### src/rtl/lsu_mem_port.sv
// Load/store port onto a handshaked word bus: 3 cycles accept-to-done at zero wait, 2 for rejects.
// req_ready only in IDLE; bus fields held until mem_ack. LSU_SPLIT_EN builds the two-beat crossing path.
module lsu_mem_port (
   input  logic        clk,
   input  logic        rst_n,
   input  logic        req_valid,
   output logic        req_ready,
   input  logic        MemRW,
   input  logic [1:0]  WSel,
   input  logic [2:0]  RSel,
   input  logic [31:0] addr,
   input  logic [31:0] wdata,
   output logic [31:0] rdata,
   output logic        done,
   output logic        err,
   output logic        mem_req,
   output logic        mem_we,
   output logic [31:0] mem_addr,
   output logic [3:0]  mem_be,
   output logic [31:0] mem_wdata,
   input  logic        mem_ack,
   input  logic [31:0] mem_rdata
);
   typedef enum logic [1:0] {S_IDLE, S_BEAT0, S_BEAT1, S_DONE} state_t;

   state_t      r_state;
   logic        r_we;
   logic [2:0]  r_rsel;
   logic [1:0]  r_off;
   logic        r_done;
   logic        r_err;
   logic        r_mem_req;
   logic        r_mem_we;
   logic [31:0] r_rdata;
   logic [31:0] r_mem_addr;
   logic [31:0] r_mem_wdata;
   logic [3:0]  r_mem_be;

   logic [3:0]  w_nmask;
   logic        w_legal;
   logic [4:0]  w_sh;
   logic [7:0]  w_span;
   logic        w_cross;
   logic        w_reject;
   logic [31:0] w_raw;
   logic [31:0] w_ext;

   always_comb begin
      w_nmask = 4'h0;
      w_legal = 1'b1;
      if (MemRW) begin
         case (WSel)
            2'b00:   w_nmask = 4'h1;
            2'b01:   w_nmask = 4'h3;
            2'b10:   w_nmask = 4'hF;
            default: w_legal = 1'b0;
         endcase
      end else begin
         case (RSel)
            3'b000, 3'b100: w_nmask = 4'h1;
            3'b010, 3'b101: w_nmask = 4'h3;
            3'b011:         w_nmask = 4'hF;
            default:        w_legal = 1'b0;
         endcase
      end
   end

   // Byte span over two consecutive words: low nibble is beat0 lanes, high nibble beat1 lanes.
   assign w_sh    = {addr[1:0], 3'b000};
   assign w_span  = {4'h0, w_nmask} << addr[1:0];
   assign w_cross = |w_span[7:4];

`ifdef LSU_SPLIT_EN
   logic        r_cross;
   logic [3:0]  r_be_hi;
   logic [31:0] r_wd_hi;
   logic [31:0] r_lo;
   logic [63:0] w_wd;

   assign w_wd     = {32'h0, wdata} << w_sh;
   assign w_reject = !w_legal;
   assign w_raw    = 32'({((r_state == S_BEAT1) ? mem_rdata : 32'h0),
                          ((r_state == S_BEAT1) ? r_lo : mem_rdata)} >> {r_off, 3'b000});
`else
   logic [31:0] w_wd;

   assign w_wd     = wdata << w_sh;
   assign w_reject = !w_legal | w_cross;
   assign w_raw    = mem_rdata >> {r_off, 3'b000};
`endif

   always_comb begin
      w_ext = w_raw;
      case (r_rsel)
         3'b000:  w_ext = {{24{w_raw[7]}}, w_raw[7:0]};
         3'b010:  w_ext = {{16{w_raw[15]}}, w_raw[15:0]};
         3'b100:  w_ext = {24'h0, w_raw[7:0]};
         3'b101:  w_ext = {16'h0, w_raw[15:0]};
         default: w_ext = w_raw;
      endcase
   end

   always_ff @(posedge clk) begin
      if (!rst_n) begin
         r_state     <= S_IDLE;
         r_we        <= 1'b0;
         r_rsel      <= 3'b000;
         r_off       <= 2'b00;
         r_done      <= 1'b0;
         r_err       <= 1'b0;
         r_rdata     <= 32'h0;
         r_mem_req   <= 1'b0;
         r_mem_we    <= 1'b0;
         r_mem_addr  <= 32'h0;
         r_mem_be    <= 4'h0;
         r_mem_wdata <= 32'h0;
`ifdef LSU_SPLIT_EN
         r_cross     <= 1'b0;
         r_be_hi     <= 4'h0;
         r_wd_hi     <= 32'h0;
         r_lo        <= 32'h0;
`endif
      end else begin
         r_done <= 1'b0;
         r_err  <= 1'b0;
         case (r_state)
            S_IDLE: begin
               if (req_valid) begin
                  r_we   <= MemRW;
                  r_rsel <= RSel;
                  r_off  <= addr[1:0];
                  if (w_reject) begin
                     r_state <= S_DONE;
                     r_done  <= 1'b1;
                     r_err   <= 1'b1;
                     r_rdata <= 32'h0;
                  end else begin
                     r_state     <= S_BEAT0;
                     r_mem_req   <= 1'b1;
                     r_mem_we    <= MemRW;
                     r_mem_addr  <= {addr[31:2], 2'b00};
                     r_mem_be    <= w_span[3:0];
                     r_mem_wdata <= w_wd[31:0];
`ifdef LSU_SPLIT_EN
                     r_cross     <= w_cross;
                     r_be_hi     <= w_span[7:4];
                     r_wd_hi     <= w_wd[63:32];
`endif
                  end
               end
            end
            S_BEAT0: begin
               if (mem_ack) begin
`ifdef LSU_SPLIT_EN
                  if (r_cross) begin
                     // mem_req stays high; the second beat is presented next cycle.
                     r_state     <= S_BEAT1;
                     r_lo        <= mem_rdata;
                     r_mem_addr  <= r_mem_addr + 32'd4;
                     r_mem_be    <= r_be_hi;
                     r_mem_wdata <= r_wd_hi;
                  end else begin
                     r_state   <= S_DONE;
                     r_mem_req <= 1'b0;
                     r_done    <= 1'b1;
                     r_rdata   <= r_we ? 32'h0 : w_ext;
                  end
`else
                  r_state   <= S_DONE;
                  r_mem_req <= 1'b0;
                  r_done    <= 1'b1;
                  r_rdata   <= r_we ? 32'h0 : w_ext;
`endif
               end
            end
`ifdef LSU_SPLIT_EN
            S_BEAT1: begin
               if (mem_ack) begin
                  r_state   <= S_DONE;
                  r_mem_req <= 1'b0;
                  r_done    <= 1'b1;
                  r_rdata   <= r_we ? 32'h0 : w_ext;
               end
            end
`endif
            S_DONE:  r_state <= S_IDLE;
            default: r_state <= S_IDLE;
         endcase
      end
   end

   assign req_ready = (r_state == S_IDLE);
   assign rdata     = r_rdata;
   assign done      = r_done;
   assign err       = r_err;
   assign mem_req   = r_mem_req;
   assign mem_we    = r_mem_we;
   assign mem_addr  = r_mem_addr;
   assign mem_be    = r_mem_be;
   assign mem_wdata = r_mem_wdata;
endmodule
### config.mk
export PLATFORM = sky130hd
export DESIGN_NAME = lsu_mem_port
export DESIGN_NICKNAME = d
export VERILOG_FILES = /design/src/rtl/lsu_mem_port.sv
export SDC_FILE = /design/constraint.sdc
export NUM_CORES = 1
export LEC_CHECK = 0
export BUFFER_PORTS_ARGS = -buffer_cell sky130_fd_sc_hd__buf_2
export CORE_UTILIZATION = 40
export DETAILED_ROUTE_END_ITERATION = 10
export GPL_TIMING_DRIVEN = 0
export PLACE_DENSITY_LB_ADDON = 0.2
export SLEW_MARGIN = 20
export SYNTH_ARGS = -nofsm -noshare
export SYNTH_HDL_FRONTEND = slang
export SYNTH_SLANG_ARGS = --single-unit
export TNS_END_PERCENT = 50
### constraint.sdc
create_clock -name clk -period 2.1 [get_ports clk]
set_input_delay 0.105 -clock clk [delete_from_list [all_inputs] [get_ports clk]]
set_output_delay 0.105 -clock clk [all_outputs]
set_load 0.02 [all_outputs]
* After elaboration in Yosys (flattened, before gate mapping)
Index checks and enable logic that the tools add are counted.
Operators by class: reductions and logical operators 17, bitwise logic cells 2, muxes and demuxes 24, eq/ne operators 14, shift operators 3
Operators by type and width (count):
- 32-bit two-way mux | 4
- 32-bit case mux with 4 select lines | 1
- 32-bit case mux with 2 select lines | 1
- 32-bit by 5-bit << shifter with 32-bit output | 1
- 32-bit by 5-bit >> shifter with 32-bit output | 1
- 4-bit case mux with 3 select lines | 2
- 3-bit equality test, second input constant | 4
- 3-bit by 2-bit equality test with 1-bit output, second input constant | 3
- 1-bit two-way mux | 9
- 4-bit AND reduction | 2
- 4-bit by 2-bit << shifter with 8-bit output | 1
- 3-bit zero test | 2
- 2-bit two-way mux | 3
- 2-bit inequality test, second input constant | 3
- 2-bit AND reduction | 3
- 5-bit OR reduction | 1
- 2-bit by 1-bit equality test with 1-bit output, second input constant | 2
- 2-bit zero test | 2
- 4-bit two-way mux | 1
- 1-bit case mux with 2 select lines | 2
- 2-bit case mux with 2 select lines | 1
- 2-bit OR reduction | 2
- 4-bit OR reduction | 1
- 3-bit AND reduction | 1
- other kinds (7) | 7
Storage, ports and cells: bits in registers 110, logic and storage cells 72, output and inout bits 105, input port bits 106

* Depth between registers and ports, before layout
Gate-level depths: netlist (run 1).
word-level depth 10, gate-level depth with buffers 8, gate-level depth less buffers 6

* Worst setup path after synthesis (run 1)
Ideal clock, no wire load.
path type reg-to-reg, from register r_off[1], to register r_rdata[19] (netlist: rdata[19]), period minus slack after synthesis 1790 ps, library setup time 122 ps, buffers on the path 2, data arrival time 1668 ps, setup slack 310 ps, cell stages (with the launch flop) 7, required time 1978 ps, path through dfxtp_1 > buf_2 > mux4_2 > or2_1 > o211ai_2 > buf_2 > o22ai_1
On the way: word-level cells in the longest chain between the ends 5
Ends and longest elaborated chain:
- start: declaration | RTL line 29 | logic [1:0] r_off;
- start signal: assignment | RTL line 131 | r_off <= addr[1:0];
- 32-bit by 5-bit >> shifter with 32-bit output | RTL line 89 | assign w_raw = mem_rdata >> {r_off, 3'b000};
- 32-bit case mux with 4 select lines | RTL line 94 | case (r_rsel)
- 32-bit two-way mux | RTL line 172 | r_rdata <= r_we ? 32'h0 : w_ext;
- 32-bit two-way mux | RTL line 153 | if (mem_ack) begin
- 32-bit case mux with 2 select lines | RTL line 126 | case (r_state)
- end signal: assignment | RTL line 172
- end: declaration | RTL line 34 | logic [31:0] r_rdata;
No other way between the ends. The select of a mux whose other input is x is not followed. A chain may end at the register's enable or synchronous reset.

* Final worst setup path (run 1)
from register r_off[1], to register r_rdata[21] (netlist: rdata[21])
The elaborated chain is that of the path after synthesis.

==> reports/qor.yml, run 1 <==
outcome: "completed"
drt-pass1-iter-count: 4
final_cell_mix: "buf_2 (212), nand2_1 (186), dfxtp_1 (110), mux2i_1 (99), o22ai_1 (33)"
root_buffer: "clkbuf_16"
drtAntennaViolNets: 0
detail_route.wl_per_cell_microns: 15.7
numCtsBuffers: 9
synth.area.top_cells: "dfxtp_1 (40%), mux2i_1 (18%), nand2_1 (13%)"
grt_first_pass_wirelength_mm: 26.6
top_layer: "met4"
slowest_delay_ns: 0.56
p_comb_share_pct: 20.7
clkSinkCount: 110
start_kind: "flip-flop"
seq_area_sq_mm: 0.00220
yosys_warnings: 0
fp.dieArea_sq_mm: 0.0141
rows: 42
wl_met2_mm: 8.06
yosys.area.top_type: "dfxtp_1"
slew_headroom_pct: 40.6
required_ns: 2.33
wl_met1_mm: 6.94
antenna_found_initial: 0
start_util_pct: 41.1
p_switching_uw: 1490
fmax_mhz: 513
finalHoldViolCount: 0
arrival_ns: 2.19
drive_gt1_share_pct: 30.0
synth_top_area_share_pct: 40.5
clockBufferDepth: 2
max_slew.worst_pin.slew_ns: 0.884
core_sq_mm: 0.0132
async_reset_ff_share_pct: 0
cts_tree: "built"
n_antenna_cell: 0
htree_levels: 3
fin_crit_ns: 1.95
synth_seq_cells: 110
die_y_microns: 119
cp_max_fo: 10
wl_mm: 16.6
fin_worst_skew_ns: 0.00450
rsz0062_at_grt: "no"
postCtsSetupRepairBufs: 0
synth_flop_cell: "dfxtp_1"
p_leak_uw: 0.00343
maxCapViolations: 0
gp_congestion: 0.887
num_vias: 5416
nets: 982
report.final.slew_viol_count: 0
path_cells: "buf_2 > mux4_2 > or2_1 > o211ai_2 > buf_4 > o22ai_1"
dp_hpwl_mm: 12.4
ir_drop_mv: 0.379
final_common_cell: "buf_2"
dr_wl_met3_mm: 1.14
multi_input_area_sq_mm: 0.00292
final_util_pct: 55.2
numPortBuffers: 205
synth.avg_cell_area_sq_um: 8.67
area_delta_synth_final_pct: 34.4
ys_types: 51
cp-end-kind: "flip-flop"
syn_inst: 628
finalCritPeriodShare_pct: 92.9
path_clk_slew_ns: 0.07
setup_viol: 0
fillCellCount: 1269
power_switching_share_pct: 28.1
seq_power_share_pct: 42.5
pwr_density_cell_mw_per_mm2: 725
drc: 0
clk_latency_ns: 0.35
hold_path_class: "input pin to flip-flop"
slowest_stage: "mux4_2"
grt_usage_pct: 23.9
io_pins: 211
finalSetupTns_ns: 0
clkPwrFrac_pct: 36.8
vias_per_cell: 5.14
synth_edf_count: 0
yosysSeqAreaShare_pct: 40.5
overflow: 0
grt_max_degree: 18
die_x_microns: 119
drtIter0Drc: 300
intPower_uw: 3810
grt_pass1_vias: 5348
critical_path_class: "flip-flop to flip-flop"
netlist_area_sq_mm: 0.00544
==> timing repair <==
item / 4_1_cts / 5_1_grt
hold endpoints to repair: 28 / 0
hold buffers: 28 / 0
setup endpoints to repair: 0 / 10
gates resized for setup: 0 / 3
==> worst paths after layout <==
| check | startpoint | to | slack [ns] | cells past startpoint |
|---|---|---|---|---|
| max | r_off[1] | rdata[21] | 0.15 | 6 |
| max reg2reg | r_off[1] | rdata[21] | 0.15 | 6 |
| min | addr[10] | mem_addr[10] | 0.009 | 3 |
| min reg2reg | mem_addr[15] | mem_addr[15] | 0.46 | 2 |
==> power by group through the flow <==
| stage | logic, uW | clock network (uW) | registers (uW) |
|---|---|---|---|
| after CTS | 1090 | 1990 | 2250 |
| after floorplan | 568 | 0 | 2410 |
| after global routing | 1190 | 2080 | 2270 |
| final | 1100 | 1950 | 2250 |
| after global placement | 1040 | 0 | 2290 |
| after detailed placement | 1050 | 0 | 2300 |
==> layout make-up <==
class / instances / area share (%)
multi-input cells: 460 / 40.0
flip-flops and latches: 110 / 30.1
repair buffers: 233 / 17.9
plain buffers: 52 / 4.09
clock buffers: 9 / 3.08
well taps: 176 / 3.01
clock inverters: 6 / 1.52
inverters: 7 / 0.359
==> cell usage after synthesis (2+ instances only) <==
cell type / instances
ha_1: 3
buf_4: 3
dfxtp_1: 110
and2_1: 3
o211ai_1: 12
buf_1: 6
o21ai_0: 8
o22ai_1: 33
o21a_1: 2
a21oi_1: 26
buf_12: 3
buf_6: 4
mux2_2: 15
nand2_1: 186
o2bb2ai_1: 16
nor2b_1: 3
nor2_1: 21
inv_1: 6
buf_2: 8
mux2i_1: 99
or2_2: 2
clkbuf_1: 28
nand2b_1: 3
==> flip-flops by register name (all words and copies together) (netlist names) <==
signal	count
mem_addr	30
mem_req	1
mem_wdata	32
mem_we	1
r_we	1
err	1
done	1
r_rsel	3
r_state	2
r_off	2
mem_be	4
rdata	32
==> per-stage QoR <==
step,setup slack [ns],hold WS (ns),instance area (sq um),power (uW),instances
after floorplan,0.310,0.221,5450,2980,629
after global placement,0.131,0.353,6690,3330,1010
after detailed placement,0.0829,0.363,6690,3350,1010
after CTS,0.0807,0.00292,7310,5330,1053
after global routing,0.0230,0.00576,7310,5540,1053
final,0.149,0.00875,7310,5300,1053
==> worst max-delay path, delay by kind of cell (launching register included) <==
family	cells	cell delay (ns)
mux	1	0.56
simple gates	1	0.25
flops	1	0.30
buf+inv	2	0.46
compound gates	2	0.26
==> kinds of logic (layout without fill, tap and decap cells) <==
logic type | Yosys count | count (layout) | share of synthesized area (%)
buffers and inverters | 59 | 307 | 5.91
adder cells (fa/ha/maj) | 3 | 3 | 0.690
multiplexers | 115 | 115 | 21.7
AO/OA/AOI/OAI | 112 | 112 | 14.1
AND/OR/NAND/NOR | 228 | 228 | 17.1
flip-flops | 110 | 110 | 40.5
other | 1 | 2 | 0.0689
==> layer usage <==
layer | global-route usage (%) | vias to the layer above
met1 | 28.0 | 2514
met5 | 0 | -
met4 | 11.0 | 0
met2 | 40.8 | 211
li1 | - | 2660
met3 | 5.89 | 31
(Power assumes the default switching activity.)
==> run 2, diff against run 1 <==
- CORE_UTILIZATION: 40 -> 35
==> run 2 against run 1 <==
Against the previous run:
- clock power fell by 3%
- largest power group unchanged
- critical path depth did not move
- largest cell class unchanged
- sequential share of layout area barely moved
==> reports/qor.yml, run 2 (synthesized netlist as in run 1, its figures left out) <==
fin_worst_skew_ns: 0.00401  # -0.000486 ns
core_sq_mm: 0.0152  # +15%
grt_usage_pct: 20.7  # -3.2 points
final_cell_mix: "buf_2 (211), nand2_1 (186), dfxtp_1 (110), mux2i_1 (99), o22ai_1 (33)"
detail_route.wl_per_cell_microns: 15.6  # -0.65%
drt-pass1-iter-count: 5  # +1
cp-end-kind: "flip-flop"
dp_hpwl_mm: 12.4  # -0.67%
fin_crit_ns: 1.92  # -0.0258 ns
clkPwrFrac_pct: 36.1  # -0.7 points
rr_startpoint: "r_off[1]"
hold_depth: 3  # unchanged
die_x_microns: 127  # +6.8%
reg2reg_depth: 6  # unchanged
grt_pass1_vias: 4967  # -7.1%
antenna_found_initial: 1  # +1
postCtsSetupRepairBufs: 0  # unchanged
num_vias: 5286  # -2.4%
outcome: "completed"
p_leak_uw: 0.00341  # -0.51%
clkSinkCount: 110  # unchanged
setup_viol: 0  # unchanged
cp_max_fo: 10  # unchanged
nets: 980  # -0.20%
slowest_stage: "mux4_2"
p_switching_uw: 1510  # +1.3%
fmax_mhz: 520  # +1.3%
start_util_pct: 35.8  # -5.3 points
critical_path_class: "flip-flop to flip-flop"
start_kind: "flip-flop"
numPortBuffers: 205  # unchanged
path_clk_slew_ns: 0.08  # about the same
htree_levels: 3  # unchanged
numCtsBuffers: 9  # unchanged
min_to: "mem_addr[12]"
maxCapViolations: 0  # unchanged
power_switching_share_pct: 28.8  # +0.67 points
ir_drop_mv: 0.358  # -5.5%
seq_power_share_pct: 42.9  # +0.4 points
p_comb_share_pct: 21.0  # +0.3 points
grt_first_pass_wirelength_mm: 26.1  # -1.8%
root_buffer: "clkbuf_16"
final_common_cell: "buf_2"
die_y_microns: 127  # +6.8%
clk_latency_ns: 0.35  # about the same
r2r_slack_ns: 0.18  # +0.03 ns
hold_path_class: "input pin to flip-flop"
slowest_delay_ns: 0.55  # about the same
area_delta_synth_final_pct: 34.2  # about the same
drive_gt1_share_pct: 30.1  # +0.15 points
gp_congestion: 0.852  # -4.0%
hold_slack_ns: 0.0102  # +0.00146 ns
pwr_density_cell_mw_per_mm2: 718  # -0.96%
cts_tree: "built"
required_ns: 2.34  # about the same
rsz0062_at_grt: "no"
drtAntennaViolNets: 0  # unchanged
clockBufferDepth: 2  # unchanged
finalHoldViolCount: 0  # unchanged
n_antenna_cell: 0  # unchanged
fp.dieArea_sq_mm: 0.0161  # +14%
arrival_ns: 2.16  # -0.03 ns
finalSetupTns_ns: 0  # unchanged
min_from: "addr[12]"
path_cells: "clkbuf_4 > mux4_2 > or2_1 > o211ai_2 > buf_4 > o22ai_1"
wl_mm: 16.6  # +0.39%
overflow: 0  # unchanged
grt_max_degree: 19  # +1
drc: 0  # unchanged
finalCritPeriodShare_pct: 91.7  # -1.2 points
io_pins: 211  # unchanged
drtIter0Drc: 358  # +19%
report.final.slew_viol_count: 0  # unchanged
intPower_uw: 3730  # -2.0%
r2r_end: "rdata[24]"
vias_per_cell: 4.97  # -3.4%
rows: 45  # +7.1%
max_slew.worst_pin.slew_ns: 0.942  # +0.0576 ns
slew_headroom_pct: 36.7  # -3.9 points
run 2: per-layer routing:
metal  share of wire (%)  wire length [microns]  GRT usage [%]  up-vias
li1                    -                      -              -     2664
met1                  46                   7610           27.1     2416
met2                  48                   7940           34.6      191
met3                 5.3                    877           3.46       13
met4                 1.1                    187           6.65        2
met5               0.078                     13              0        -
run 2: power by group through the flow:
stage | Combinational, uW | Clock, uW | Sequential [uW]
2_1_floorplan | 568 | 0 | 2410
3_3_place_gp | 1060 | 0 | 2300
3_5_place_dp | 1060 | 0 | 2300
4_1_cts | 1100 | 1960 | 2250
5_1_grt | 1190 | 2050 | 2260
6_report | 1100 | 1890 | 2250
run 2: metrics by stage:
stage | instances | utilization (%) | area [sq um] | power, uW | setup WS [ns]
after global placement | 1022 | 44.1 | 6710 | 3350 | 0.0802
after global routing | 1064 | 48.1 | 7310 | 5510 | 0.0479
after detailed placement | 1022 | 44.1 | 6710 | 3360 | 0.0767
final | 1064 | 48.1 | 7310 | 5240 | 0.175
after floorplan | 629 | - | 5450 | 2980 | 0.310
after CTS | 1064 | 48.0 | 7300 | 5310 | 0.0673
run 2: layout make-up:
type                    count  area (sq um)
plain buffers              52           302
clock buffers              10           239
clock inverters             6          93.8
fillers                  1512          7890
inverters                   7          26.3
multi-input cells         460          2920
flip-flops and latches    110          2200
well taps                 188           235
repair buffers            231          1290
run 2: timing repair:
item | CTS | global route
endpoints found under the setup margin | 0 | 10
hold endpoints to repair | 26 | 0
hold buffers | 26 | 0
resized for setup | 0 | 4
run 2: how the worst max path moves through the flow:
stage / from / end / slack (ns) / depth (start not counted)
final: r_off[1] / rdata[24] / 0.18 / 6
after global routing: r_off[1] / rdata[31] / 0.05 / 6
after CTS: r_off[1] / rdata[24] / 0.07 / 6
after detailed placement: r_off[1] / rdata[24] / 0.08 / 6
after global placement: r_off[1] / rdata[31] / 0.08 / 6
after floorplan: r_off[1] / rdata[19] / 0.31 / 6
run 2: worst max-delay path: cells and delay by family, from the launching register on:
| kind | cells | cell delay [ns] |
|---|---|---|
| multiplexers | 1 | 0.55 |
| AND/OR/NAND/NOR | 1 | 0.25 |
| AO/OA/AOI/OAI | 2 | 0.26 |
| buffers and inverters | 2 | 0.45 |
| flip-flops | 1 | 0.31 |
